--- src/rtl/instruction_fetch_pkg.sv ---
// Shared control types for the fetch sequencer and the memory block it drives.
`ifndef ADDR_BUS_WIDTH
`define ADDR_BUS_WIDTH 8
`endif

package instruction_fetch_pkg;

    localparam int ADDR_W = `ADDR_BUS_WIDTH;
    localparam int DATA_W = 8;

    typedef enum logic [2:0] {
        NOP      = 3'd0,
        READ     = 3'd1,
        WRITE    = 3'd2,
        INC      = 3'd3,
        ABSOLUTE = 3'd4,
        REL_ADD  = 3'd5,
        REL_SUB  = 3'd6
    } memory_op_e;

    typedef enum logic {
        PC  = 1'b0,
        MAR = 1'b1
    } memory_bus_selector_e;

    typedef enum logic [2:0] {
        IDLE,
        RD0_ISSUE,
        RD0_CAPT,
        RD1_ISSUE,
        RD1_CAPT,
        PC_INC,
        HOLD,
        BRANCH
    } fetch_state_e;

    // Only PC-modifying ops may reach memory from a branch request.
    function automatic memory_op_e legal_branch_op(input memory_op_e kind);
        case (kind)
            ABSOLUTE, REL_ADD, REL_SUB: return kind;
            default:                    return NOP;
        endcase
    endfunction

endpackage

--- src/rtl/instruction_fetch.sv ---
// Fetch sequencer: reads the two-word instruction at the memory PC, advances
// the PC, holds the instruction for the decoder and applies branch requests.
module instruction_fetch
    import instruction_fetch_pkg::*;
(
    input  logic                        clock,
    input  logic                        reset,
    input  logic                        run,
    output logic                        instr_valid,
    input  logic                        instr_ready,
    output logic [DATA_W-1:0]           instr_opcode,
    output logic [DATA_W-1:0]           instr_operand,
    input  logic                        branch_valid,
    input  memory_op_e                  branch_kind,
    input  logic [DATA_W-1:0]           branch_value,
    output logic                        branch_ack,
    output memory_op_e                  mem_op,
    output memory_bus_selector_e        mem_bus_selector,
    output logic                        mem_data_word_selector,
    output logic [DATA_W-1:0]           mem_in,
    input  logic [DATA_W-1:0]           mem_out
);

    fetch_state_e      state_q, state_d;
    logic [DATA_W-1:0] opcode_q, opcode_d;
    logic [DATA_W-1:0] operand_q, operand_d;
    memory_op_e        br_op_q, br_op_d;
    logic [DATA_W-1:0] br_val_q, br_val_d;

    always_ff @(posedge clock) begin
        if (reset) begin
            state_q   <= IDLE;
            opcode_q  <= '0;
            operand_q <= '0;
            br_op_q   <= NOP;
            br_val_q  <= '0;
        end else begin
            state_q   <= state_d;
            opcode_q  <= opcode_d;
            operand_q <= operand_d;
            br_op_q   <= br_op_d;
            br_val_q  <= br_val_d;
        end
    end

    always_comb begin
        state_d   = state_q;
        opcode_d  = opcode_q;
        operand_d = operand_q;
        br_op_d   = br_op_q;
        br_val_d  = br_val_q;
        case (state_q)
            IDLE: begin
                if (branch_valid) begin
                    state_d  = BRANCH;
                    br_op_d  = legal_branch_op(branch_kind);
                    br_val_d = branch_value;
                end else if (run) begin
                    state_d = RD0_ISSUE;
                end
            end
            RD0_ISSUE: state_d = RD0_CAPT;
            // mem_out now carries the word registered during the issue cycle
            RD0_CAPT: begin
                opcode_d = mem_out;
                state_d  = RD1_ISSUE;
            end
            RD1_ISSUE: state_d = RD1_CAPT;
            RD1_CAPT: begin
                operand_d = mem_out;
                state_d   = PC_INC;
            end
            PC_INC: state_d = HOLD;
            HOLD: begin
                if (branch_valid) begin
                    state_d  = BRANCH;
                    br_op_d  = legal_branch_op(branch_kind);
                    br_val_d = branch_value;
                end else if (instr_ready) begin
                    state_d = run ? RD0_ISSUE : IDLE;
                end
            end
            BRANCH:  state_d = run ? RD0_ISSUE : IDLE;
            default: state_d = IDLE;
        endcase
    end

    // Memory drive is decoded purely from registered state.
    always_comb begin
        mem_op                 = NOP;
        mem_data_word_selector = 1'b0;
        mem_in                 = '0;
        case (state_q)
            RD0_ISSUE, RD0_CAPT: mem_op = READ;
            RD1_ISSUE, RD1_CAPT: begin
                mem_op                 = READ;
                mem_data_word_selector = 1'b1;
            end
            PC_INC: mem_op = INC;
            BRANCH: begin
                mem_op = br_op_q;
                mem_in = br_val_q;
            end
            default: mem_op = NOP;
        endcase
    end

    assign mem_bus_selector = PC;
    assign instr_valid      = (state_q == HOLD);
    assign branch_ack       = (state_q == BRANCH);
    assign instr_opcode     = opcode_q;
    assign instr_operand    = operand_q;

endmodule

--- config.mk ---
export PLATFORM = sky130hd
export DESIGN_NAME = instruction_fetch
export DESIGN_NICKNAME = d
export VERILOG_FILES = /design/src/rtl/instruction_fetch_pkg.sv /design/src/rtl/instruction_fetch.sv
export SDC_FILE = /design/constraint.sdc
export NUM_CORES = 1
export LEC_CHECK = 0
export CORE_ASPECT_RATIO = 0.7
export CORE_MARGIN = 1.5
export CORE_UTILIZATION = 40
export CTS_BUF_LIST = sky130_fd_sc_hd__clkbuf_8
export DETAILED_ROUTE_END_ITERATION = 12
export PLACE_DENSITY = 0.82
export SETUP_SLACK_MARGIN = 0.1
export SYNTH_ARGS = -nofsm -noshare
export SYNTH_HDL_FRONTEND = slang
export SYNTH_SLANG_ARGS = --single-unit
--- constraint.sdc ---
create_clock -name clock -period 3.96 [get_ports clock]
set_input_delay 0.396 -clock clock [delete_from_list [all_inputs] [get_ports clock]]
set_output_delay 0.396 -clock clock [all_outputs]
set_load 0.03 [all_outputs]
# ---- After elaboration in Yosys (flattened, before gate mapping)
# Cells that the tools add are included.
dict set report op_classes {
  n_addsub 0
  n_mul 0
  div_mod_pow 0
  order_cmp 0
  eq_ne 12
  n_shift 0
  mux 10
  bitwise 0
  n_reduce_logical 7
}
# cell count
set ops {}
lappend ops {{$pmux W3 S8} 1}
lappend ops {{$eq A3 B3 Y1 const B} 7}
lappend ops {{$mux W3} 5}
lappend ops {{$pmux W3 S3} 1}
lappend ops {{$mux W8} 1}
lappend ops {{$eq A3 B2 Y1 const B} 2}
lappend ops {{$reduce_and A2 Y1} 2}
lappend ops {{$reduce_or A2 Y1} 2}
lappend ops {{$reduce_or A4 Y1} 1}
lappend ops {{$eq A3 B1 Y1 const B} 1}
lappend ops {{$logic_not A3 Y1} 1}
lappend ops {{$ne A3 B1 Y1 const B} 1}
lappend ops {{$ne A3 B3 Y1 const B} 1}
lappend ops {{$reduce_or A3 Y1} 1}
lappend ops {{$mux W1} 2}
dict set report totals {
  reg_bits 30
  latchBits 0
  ram_bits 0
  romBits 0
  input_bits 24
  output_inout_bits 31
  word_cells 34
  n_memories 0
}

# ---- Depth between registers and ports, before layout
dict set report depth {
  ltp_word 4
  ltp_mapped 5
  mapped_depth_nobuf 3
}

# ---- Least setup slack after synthesis
# No wires, ideal clock.
dict set report synth_timing {
  path_type {flip-flop to output port}
  start {register state_q[1]}
  end {output port mem_in[0]}
  t_arrival_ps 1357
  required_time_ps 3564
  slack_ps 2207
  stages_incl_launch_ff 5
  n_path_buf 2
  cell_sequence {dfxtp_1 -> buf_4 -> and3_1 -> clkbuf_1 -> and2_1}
}
dict set report synth_between {
  elab_chain_len 2
}
# element line
set synth_lines {}
lappend synth_lines {{from (decl)} instruction_fetch.sv:24} ;# fetch_state_e state_q, state_d;
lappend synth_lines {{from (signal assigned)} instruction_fetch.sv:38} ;# state_q <= state_d;
lappend synth_lines {{$eq A3 B3 Y1} --}
lappend synth_lines {{named net branch_ack} instruction_fetch.sv:16} ;# output logic branch_ack,
lappend synth_lines {{$mux W8} instruction_fetch.sv:93} ;# case (state_q)
lappend synth_lines {{to (decl)} instruction_fetch.sv:20} ;# output logic [DATA_W-1:0] mem_in,
# The timed path passes the listed nets, and every way through them passes these cells.

# ---- Worst setup path in the final report
dict set report layout_timing {
  start {register state_q[2]}
  end {output port mem_data_word_selector}
}
dict set report layout_between {
  elab_chain_len 3
  elab_cells_between_ends 4
  cone_classes {2 x eq/ne; 1 x mux; 1 x reduce/logical}
}
# element line
set layout_lines {}
lappend layout_lines {{$eq A3 B2 Y1 / $eq A3 B3 Y1 (equally long branches)} instruction_fetch.sv:93}
lappend layout_lines {{$reduce_or A2 Y1 (*)} instruction_fetch.sv:93}
lappend layout_lines {{$mux W1 (*)} instruction_fetch.sv:93}
lappend layout_lines {{to (decl)} instruction_fetch.sv:19} ;# output logic mem_data_word_selector,
# Every way passes the cells marked *; elsewhere a longest branch is shown, timed or not.

==> run metrics <==
synthesized instance count 157; Synth top area share 43.7%; final worst path period need 2670 ps; synth top area cells dfxtp_1, mux2i_1, nor2_1; met2 WL 1520 um; Slowest cell on crit path clkdlybuf4s50_1; GR Overflow Total 0; YS warnings 0; Final period util 67.3%; number of clock sinks 30; met1 WL 1560 um; global-route wire length before repair 5400 um; drt pass-1 iters 4; Internal 0.576 mW; status finished, final reports clean; port bufs 53; total track usage 19.0%; drt initial violations 87; Top Ports 55; DP Wirelength 2400 um; Max IR drop VDD 0.000257 V; Sw Share 32.1%; pin count of the biggest net entering global routing 31; Crit. End Element primary output; Yosys top cell by area dfxtp_1; WHS 473 ps; placed instance count 244; Worst-path clk slew 60 ps; CP Max Fanout 17; Worst Path Buf+Inv 2; Hold Path Depth 2; Slew Limit Fails 0; HP Class reg -> reg; WL/cell 13.7 um; Vias 1277; Core Area 3210 sq um; # nets final 228; WP depth 4; Static Leak 0.718 nW; Num CTS Buffers 5; max_cap viols 0; critical-path cell list nor3b_2, buf_4, o21bai_1, clkdlybuf4s50_1; RSZ-0062 raised after global routing false; Worst EP required 3560 ps; Clock H-tree levels 2; Final Hold Viols 0; Rel. slew slack 29.5%; setup slack at placement 1610 ps; CP arrival 2270 ps; final std cells w/o fill 252; Post-CTS Repair Setup Buffers 0; Die Area 3800 sq um; synthesized area 1370 sq um; PwrDens 426 nW/um^2; antenna-violating nets left 0; diode count 0; Setup WS post-layout 1290 ps; PostCTS Resize Cnt 0; Skew-Pair Late Insertion Delay 280 ps; share of cells above drive strength 1 5.85%; wire length on met3 320 um; number of vias per cell 5.07; register area share after synthesis 43.7%; number of synthesized register bits 30; Area Growth Syn to Fin 45.0%; CP max stage delay 690 ps; Final Power 0.849 mW; Cell Rows 17; Final Wtd Congestion 0.750; CTS tree done; Setup Skew 6.90 ps; ys flop type dfxtp_1; residual DRC count 0; die extent in y 52.0 um; Register-to-Register Path Depth 3; Initial Util 42.8%; die width 73.0 um; clk root buf clkbuf_8; combinational share of power 28.0%; type of origin of the critical path flop; Sw Pwr 0.273 mW; Top delay family on crit path buffers and inverters; final WL 3450 um; Avg Cell Area, Syn 8.75 sq um; initial antenna violation count 0; Syn Nets 181; maximum buffer depth of the clock tree 2; Max Used Layer met4; EDFF count, synth 0; final setup violation count 0; Reg power frac 43.0%; Max Fclk 0.375 GHz; ys async rst share 0%; Worst Max-Slew Pin Slew 1050 ps; Setup CP Type reg -> out; setup tns final 0 ps; Distinct cells, synth 34; hold_buf cts 0; vias in the first global route 1145; clock power share 29.0%
## power by group through the flow
stage	combinational, mW	clock [mW]	sequential (mW)
after CTS	0.239	0.251	0.364
after global routing	0.257	0.267	0.369
after global placement	0.232	0	0.367
final	0.238	0.246	0.365
after detailed placement	0.238	0	0.370
after floorplan	0.151	0	0.374
## state kept, by name, summed over array words and instances, names as in the netlist
name and flops:
br_val_q 8, br_op_q 3, state_q 3, instr_operand 8, instr_opcode 8
## routing by layer
metal / global-route usage [%] / vias up
li1: - / 634
met1: 22.4 / 580
met2: 30.8 / 56
met3: 8.53 / 7
met4: 5.97 / 0
met5: 0 / -
## cell families after synthesis
logic type	synth area share (%)
and+or+nand+nor	23.1
AOI/OAI and AO/OA	13.1
muxes	11.7
xor gates and xnor gates	1.82
buffers and inverters	6.28
DFF	43.7
other	0.273
## layout by cell type (no fill, tap or decap), types with 2 or more instances in the layout
master	instances
a21oi_1	12
nand3_1	10
a211oi_1	2
nand2_1	7
clkdlybuf4s50_1	53
or4_1	2
clkbuf_8	6
nand2b_1	2
nor2_1	18
and2_1	10
dfxtp_1	30
nor3_1	2
buf_4	2
inv_1	2
o21ai_0	10
nor2b_1	2
o21bai_1	3
mux2i_1	16
## final cells by class
type | instances | area (sq um)
fill | 254 | 1220
sequential | 30 | 601
tap | 47 | 58.8
inverter | 1 | 3.75
clock inverter | 2 | 8.76
clock buffer | 6 | 82.6
timing repair buffer | 55 | 546
multi-input combinational | 111 | 692
## Yosys cell counts (2+ instances only)
| cell type | number |
|---|---|
| a211oi_1 | 2 |
| nand3_1 | 10 |
| nor3b_1 | 2 |
| buf_2 | 5 |
| o21ai_0 | 10 |
| nor2_1 | 18 |
| nand2b_1 | 2 |
| and2_1 | 10 |
| dfxtp_1 | 30 |
| buf_4 | 3 |
| nor3_1 | 2 |
| nor2b_1 | 2 |
| nand2_1 | 7 |
| a21oi_1 | 12 |
| or4_1 | 2 |
| o21bai_1 | 3 |
| clkbuf_1 | 5 |
| mux2i_1 | 16 |
## path summary, 6_finish.rpt
path                from                     end  slack [ps]
min reg2reg  br_val_q[7]             br_val_q[7]         470
min          br_val_q[7]             br_val_q[7]         470
max           state_q[2]  mem_data_word_selector        1290
max reg2reg   state_q[1]              br_op_q[0]        2070
## worst reg2reg max path, cell delays in order (launching register included)
cell and delay (ps):
dfxtp_1 700, xor2_1 400, or4_1 560, a21oi_1 140
## through the flow
| stage | area (sq um) | utilization (%) |
|---|---|---|
| after CTS | 1990 | 62.0 |
| after detailed placement | 1900 | 59.2 |
| after global routing | 1990 | 62.0 |
| final | 1990 | 62.0 |
| after global placement | 1900 | 59.2 |
| after floorplan | 1370 | - |
No activity file was read; power rests on OpenSTA's default activity.
==> variant, RTL diff (config.mk and constraints unchanged) <==
Set the package constant `DATA_W` to 7 (it was 8).
--- a/src/rtl/instruction_fetch_pkg.sv
+++ b/src/rtl/instruction_fetch_pkg.sv
@@ -6,7 +6,7 @@
 package instruction_fetch_pkg;
 
     localparam int ADDR_W = `ADDR_BUS_WIDTH;
-    localparam int DATA_W = 8;
+    localparam int DATA_W = 7;
 
     typedef enum logic [2:0] {
         NOP      = 3'd0,
Ports: changed (5 resized); port bits go from 55 to 50. The function was not compared with the original's and may differ.
==> variant against the original RTL <==
- combinational power fell by 4%
- core utilization fell by 1.3 points
- wire length fell by 15%
- setup slack improved by 0.083 ns
- largest cell class unchanged
- sequential cell count fell by 3
- non-clock buffer count fell by 5
- area after synthesis fell by 6.7%
- cell count fell by 12%
- power fell by 17%
- global-route usage fell by 1.6 points
- final area fell by 11%
- worst hold slack improved by 0.0076 ns
- highest routed layer unchanged
- clock skew fell by 0.0042 ns
- synthesized cell count fell by 5.1%
==> variant: results (changes against the original RTL) <==
STA:
- The final setup skew came to 0.00266 ns (-0.00425 ns).
- The slew at the pin with the worst max-slew slack came to 0.917 ns (-0.137 ns).

Worst hold path:
- The critical hold path startpoint is br_val_q[0]$_SDFFE_PP0P_.
- For hold timing, the worst endpoint is br_val_q[0]$_SDFFE_PP0P_.
- The cell count of the worst hold path is 2 (unchanged).

GRT:
- The total track usage came to 0.173 (-0.0163).
- The wire length of the first global-routing pass was 4.94 mm (-8.4%).
- The number of global-route vias before repair is 1,087 (-5.1%).
- The initial antenna violation count is 0 (unchanged).

Setup path:
- The signal arrival time at the worst endpoint is 2.19 ns (-0.08 ns).
- In this run the critical register-to-register path is captured at instr_opcode[2]$_SDFFE_PP0P_.
- The logic depth of the worst register-to-register path is 4 (+1).
- The maximum fanout count along the critical path is 15 (-2).
- The setup check on the worst reg-to-reg path leaves a slack of 2.06 ns.

Clocking:
- CTS placed an instance of sky130_fd_sc_hd__clkbuf_8 at the clock tree root.
- The number of H-tree levels is 1 (-1).
- The register clock-pin slew on the reported worst setup and hold paths came to 0.09 ns (+0.03 ns).
- The number of CTS-inserted buffers is 3 (-2).

Logic synthesis:
- The commonest cells after synthesis are 27 x sky130_fd_sc_hd__dfxtp_1, 17 x sky130_fd_sc_hd__nor2_1, 14 x sky130_fd_sc_hd__a21oi_1, 14 x sky130_fd_sc_hd__mux2i_1, 9 x sky130_fd_sc_hd__and2_1.
- The multiplexer fraction of the synthesized cell area came to 0.109 (-0.00720).
- After synthesis, the cell types taking the most area are sky130_fd_sc_hd__dfxtp_1 42%, sky130_fd_sc_hd__mux2i_1 11%, sky130_fd_sc_hd__a21oi_1 5.5%, sky130_fd_sc_hd__nor2_1 5.0%, sky130_fd_sc_hd__and2_1 4.4%.
- The count of distinct cell types in the synthesized netlist came to 33 (-2.9%).
- The fraction of the mapped netlist area in compound gates is 0.136 (+0.00459).
- The register area share after synthesis was 0.422 (-0.0153).
- The synthesized-area fraction occupied by xor and xnor cells was 0.0195 (+0.00132).
- The net count after synthesis is 171 (-5.5%).

Power and ir drop:
- The leakage component of the power is 0.637 nW (-11%).
- The maximum ir drop on the vdd rail was 304 uV (+18%).

Drt:
- The total via count in the routed design came to 1,152 (-9.8%).
- The overall routed net length was 2.95 mm (-15%).
- The violation count after the first detailed-route iteration is 43 (-51%).

Final layout:
- The share of cells above drive strength 1 was 0.0428 (-0.0158).
- The net count reported at finish was 210 (-7.9%).

Outcome:
- The run finished with clean final reports.

Place:
- The detailed placement HPWL is 2.19 mm (-8.5%).
- The pre-CTS setup slack is 1.69 ns (+0.0760 ns).
- The quantity of I/O buffers inserted on ports is 48 (-9.4%).
- The final RePlAce weighted congestion was 0.828 (+10%).
[variant: critical path, stage by stage, from the launching register on]
cell and delay [ns]:
sky130_fd_sc_hd__dfxtp_1 0.63, sky130_fd_sc_hd__nor3b_1 0.24, sky130_fd_sc_hd__buf_4 0.22, sky130_fd_sc_hd__nand2b_1 0.15
sky130_fd_sc_hd__clkdlybuf4s50_1 0.67
[variant: through the flow]
step / instance area [um2] / hold slack [ns] / std cells
after floorplan: 1280 / 0.445 / 149
after global placement: 1730 / 0.457 / 219
after detailed placement: 1730 / 0.472 / 219
after CTS: 1770 / 0.484 / 223
after global routing: 1770 / 0.502 / 223
final: 1770 / 0.480 / 223
[variant: cells by family after synthesis]
group                     after synthesis
AOI/OAI and AO/OA                      31
xor gates and xnor gates                2
buffers and inverters                  18
DFF                                    27
muxes                                  14
other                                   1
and+or+nand+nor                        56
[variant: worst max path at each step]
stage | startpoint | to | slack (ns) | cells after the start
after floorplan | state_q[2]$_SDFFE_PP0P_ | mem_in[0] | 2.20 | 4
after global placement | state_q[2]$_SDFFE_PP0P_ | mem_data_word_selector | 1.72 | 4
after detailed placement | state_q[1]$_SDFFE_PP0P_ | mem_in[2] | 1.69 | 3
after CTS | state_q[2]$_SDFFE_PP0P_ | mem_data_word_selector | 1.38 | 4
after global routing | state_q[2]$_SDFFE_PP0P_ | mem_data_word_selector | 1.22 | 4
final | state_q[2]$_SDFFE_PP0P_ | mem_data_word_selector | 1.38 | 4
[variant: layer usage]
metal / GRT usage / vias up / part of all wire
met5: 0 / - / 0
met4: 0.0189 / 0 / 0.0051
met3: 0.0703 / 2 / 0.10
met2: 0.300 / 51 / 0.45
met1: 0.211 / 520 / 0.44
li1: - / 579 / -
[variant: final cells by class]
| type | instances | area, um2 |
|---|---|---|
| multi-input combinational | 104 | 639 |
| tap | 36 | 45.0 |
| timing repair buffer | 50 | 495 |
| clock buffer | 3 | 41.3 |
| inverter | 2 | 7.51 |
| clock inverter | 1 | 5.00 |
| sequential | 27 | 541 |
| fill | 256 | 1150 |
[variant: power breakdown]
group	leakage, nW	switching, mW	internal (mW)
combinational	0.392	0.124	0.104
clock	0.0255	0.0806	0.0703
sequential	0.220	0.0323	0.298
